File: config.mk
export PLATFORM = sky130hd
export DESIGN_NAME = seq_div
export DESIGN_NICKNAME = d
export VERILOG_FILES = /design/src/rtl/seq_div.sv
export SDC_FILE = /design/constraint.sdc
export NUM_CORES = 1
export LEC_CHECK = 0
export CORE_MARGIN = 2
export CORE_UTILIZATION = 35
export DETAILED_ROUTE_END_ITERATION = 8
export PLACE_DENSITY_LB_ADDON = 0.12
export SYNTH_ARGS = -nofsm -noshare
export SYNTH_HDL_FRONTEND = slang
export SYNTH_SLANG_ARGS = --single-unit
File: constraint.sdc
create_clock -name clk -period 4.2 [get_ports clk]
set_input_delay 0.63 -clock clk [delete_from_list [all_inputs] [get_ports clk]]
set_output_delay 0.63 -clock clk [all_outputs]
set_load 0.05 [all_outputs]
File: src/rtl/seq_div.sv
// Sequential restoring radix-2 unsigned divider: one quotient bit per clock,
// MSB first, with a divide-by-zero fast path that completes after one cycle.
module seq_div #(
  parameter int N = 8,
  parameter int M = 4
) (
  input  logic         clk,
  input  logic         rst,
  input  logic         start,
  input  logic [N-1:0] a,
  input  logic [M-1:0] b,
  output logic         busy,
  output logic         done,
  output logic [N-1:0] q,
  output logic [M-1:0] r,
  output logic         dbz
);

  localparam int CW = $clog2(N + 1);

  typedef enum logic [1:0] {IDLE, RUN, DONE} state_t;

  state_t        state;
  logic [CW-1:0] cnt;
  logic [N-1:0]  dq;      // dividend bits shift out the top, quotient bits shift in the bottom
  logic [M-1:0]  rem;
  logic [M-1:0]  dvs;

  logic [M:0]    trial;
  logic          ge;
  logic [M-1:0]  rem_nxt;
  logic [N-1:0]  dq_nxt;

  // One restoring step; the remainder stays below dvs, so M bits suffice after subtraction
  always_comb begin
    trial   = {rem, dq[N-1]};
    ge      = (trial >= {1'b0, dvs});
    rem_nxt = ge ? (trial[M-1:0] - dvs) : trial[M-1:0];
    dq_nxt  = {dq[N-2:0], ge};
  end

  always_ff @(posedge clk) begin
    if (rst) begin
      state <= IDLE;
      cnt   <= '0;
      dq    <= '0;
      rem   <= '0;
      dvs   <= '0;
      busy  <= 1'b0;
      done  <= 1'b0;
      q     <= '0;
      r     <= '0;
      dbz   <= 1'b0;
    end else begin
      case (state)
        IDLE, DONE: begin
          done <= 1'b0;
          if (start) begin
            dq    <= a;
            dvs   <= b;
            rem   <= '0;
            dbz   <= 1'b0;
            busy  <= 1'b1;
            state <= RUN;
            // A zero divisor spends a single RUN cycle, then reports the fixed result
            cnt   <= (b == '0) ? CW'(1) : CW'(N);
          end else begin
            state <= IDLE;
          end
        end
        RUN: begin
          dq  <= dq_nxt;
          rem <= rem_nxt;
          if (cnt == CW'(1)) begin
            state <= DONE;
            cnt   <= '0;
            busy  <= 1'b0;
            done  <= 1'b1;
            if (dvs == '0) begin
              q   <= '1;
              r   <= dq[M-1:0];
              dbz <= 1'b1;
            end else begin
              q   <= dq_nxt;
              r   <= rem_nxt;
            end
          end else begin
            cnt <= cnt - CW'(1);
          end
        end
        default: state <= IDLE;
      endcase
    end
  end

endmodule

==> impl_metrics.py <==
metrics = {
    "run": {
        "cap_violations": 0,
    },
    "clock_network": {
        "numCtsBuffers": 5,
        "cts.path.max_buffers": 2,
        "post_cts_buffers": 0,
        "cts_root_buf": "clkbuf_8",
        "clk_latency_ns": 0.29,
        "cts_resized": 0,
        "clock_sinks": 37,
        "cts.htree.levels": 2,
        "path_clk_slew_ns": 0.07,
        "cts_hold_buf": 0,
        "cts_tree": "built",
    },
    "sta": {
        "rsz0062_at_grt": "no",
        "maxSlewHeadroom_pct": 49.38,
        "tightestPinTransition_ns": 0.7578,
        "fin_crit_sh_pct": 51.52,
        "slew_viol_final": 0,
        "period_needed_ns": 2.164,
        "fin_worst_skew_ns": 0.005476,
        "finalSetupTns_ns": 0,
        "final-hold-violation-count": 0,
        "setup_violations": 0,
        "fmax_ghz": 0.4621,
    },
    "setup_path": {
        "worst-path-max-fanout": 8,
        "end_kind": "register",
        "cp-start-kind": "register",
        "critPathRequiredTime_ns": 4.39,
        "worstPathArrival_ns": 2.35,
        "crit_type": "register to register",
    },
    "global_route": {
        "grt-ovfl-total": 0,
        "grt_start_max_net_pins": 21,
        "grt_pass1_wl_um": 7148,
        "track_usage_pct": 17.10,
        "grt_antenna_before_repair": 0,
        "first_global_vias": 1443,
    },
    "synth": {
        "ys.flop_type": "dfxtp_1",
        "ys_warn_count": 0,
        "synthDistinctLibCells": 43,
        "synth_fp_nets": 235,
        "avgSynthCellArea_um2": 8.247,
        "synth_area_um2": 1757,
        "synth_edf_count": 0,
        "syn_inst": 213,
        "synth_seq_cells": 37,
        "async_flop_share_pct": 0,
        "yosysSeqAreaShare_pct": 42.17,
    },
    "floorplan": {
        "die_x_um": 74.85,
        "pin_count": 30,
        "dieHeight_um": 74.85,
        "dieArea_um2": 5602,
        "core_area_um2": 4786,
        "start_util_pct": 36.71,
        "fp-row-count": 25,
    },
    "routing": {
        "wl_per_cell_um": 14.14,
        "drt_first_pass_iters": 4,
        "top_layer_used": "met4",
        "vias": 1542,
        "drcViolationCount": 0,
        "wl_met1_um": 2246,
        "wirelength_um": 4327,
        "wl_met3_um": 161,
        "final_antenna_net_count": 0,
        "drtIter0Drc": 91,
        "vias_per_cell": 5.039,
        "wl_met2_um": 1874,
    },
    "place": {
        "hpwlAfterDp_um": 3059,
        "place_inst": 298,
        "portBuffers": 29,
        "gp_congestion": 0.7833,
    },
    "layout": {
        "final_nets": 260,
        "diodes": 0,
        "drive_gt1_share_pct": 7.531,
        "final_common_cell": "dfxtp_1",
        "area_growth_pct": 26.78,
        "multiInputGateArea_um2": 929.6,
        "stdcell_count": 306,
        "mostFrequentLayoutCells": "dfxtp_1, nor2_1, clkdlybuf4s50_1",
        "final-seq-area_um2": 740.7,
        "fill_cells": 462,
    },
    "min_path": {
        "hold_class": "register to register",
    },
    "power_and_ir_drop": {
        "p_leak_nw": 0.8235,
        "power_density_nw_per_um2": 442.8,
        "ir_drop_v": 0.0002189,
    },
    "status": {
        "status": "complete, no violations",
    },
}
-- critical path, cell delays in order (launching register included) --
cell and delay [ns]:
dfxtp_1 0.34, inv_1 0.06, ha_1 0.34, nand2b_4 0.16
a2111oi_4 0.40, or2_1 0.36, a21oi_2 0.13, o32ai_1 0.25
-- kinds of logic after synthesis --
| group | synth area share [%] |
|---|---|
| xor gates and xnor gates | 0.9973 |
| and+or+nand+nor | 25.93 |
| AOI/OAI and AO/OA | 20.23 |
| DFF | 42.17 |
| adders and majority gates | 5.413 |
| buffers and inverters | 5.270 |
-- report_power, final --
part / switching [W] / internal (W) / leakage (nW) / total [W]
registers: 0.0000245 / 0.000376 / 0.302 / 0.000400
logic: 0.000129 / 0.0000874 / 0.453 / 0.000217
clock network: 0.000134 / 0.000236 / 0.0681 / 0.000370
total: 0.000287 / 0.000699 / 0.823 / 0.000986
-- area by class of cell --
class	instances	share of cell area, %
sequential	37	33.26
clock buffer	5	3.090
timing repair buffer	31	13.71
multi-input combinational	154	41.74
inverter	9	1.517
tap	67	3.764
clock inverter	3	2.921
-- through the flow --
stage                     total power (W)  area [µm²]  setup WS, ns  util, %  hold WS [ns]
after global routing             0.001027        2227         1.851    46.54        0.4917
after floorplan                 0.0005669        1757         2.379        -        0.4539
after CTS                       0.0009885        2227         2.027    46.54        0.4574
after global placement          0.0006255        2093         1.831    43.74        0.4495
final                           0.0009861        2227         2.036    46.54        0.4571
after detailed placement        0.0006240        2093         1.793    43.74        0.4469
-- sequential cells by signal, indices dropped and copies added, names as in the netlist --
register / count
dq: 8
r: 4
dbz: 1
q: 8
cnt: 4
dvs: 4
state: 2
done: 1
rem: 4
busy: 1
-- cell usage after synthesis (all sizes together) (3+ instances only) --
cell    count  share of area (%)
nand2b      4                1.9
nor2       29                6.2
o22ai       5                1.8
nor3b       3                1.3
a21oi      17                5.1
nor3       23                6.6
clkbuf      9                1.9
inv         9                1.9
o21ai      10                2.8
ha          6                4.3
buf         4                1.4
dfxtp      37                 42
nand2      22                4.7
-- path summary, 6_finish.rpt --
| path | from | slack (ns) | depth (start not counted) | end |
|---|---|---|---|---|
| max | dq[7] | 2.04 | 7 | rem[2] |
| min reg2reg | dbz | 0.46 | 2 | dbz |
| min | dbz | 0.46 | 2 | dbz |
| max reg2reg | dq[7] | 2.04 | 7 | rem[2] |
-- routing by layer --
metal	vias up	GRT usage, %
met5	-	0
met4	0	5.357
met3	6	4.150
met2	28	26.51
met1	705	23.51
li1	803	-
No activity file was read; power rests on OpenSTA's default activity.
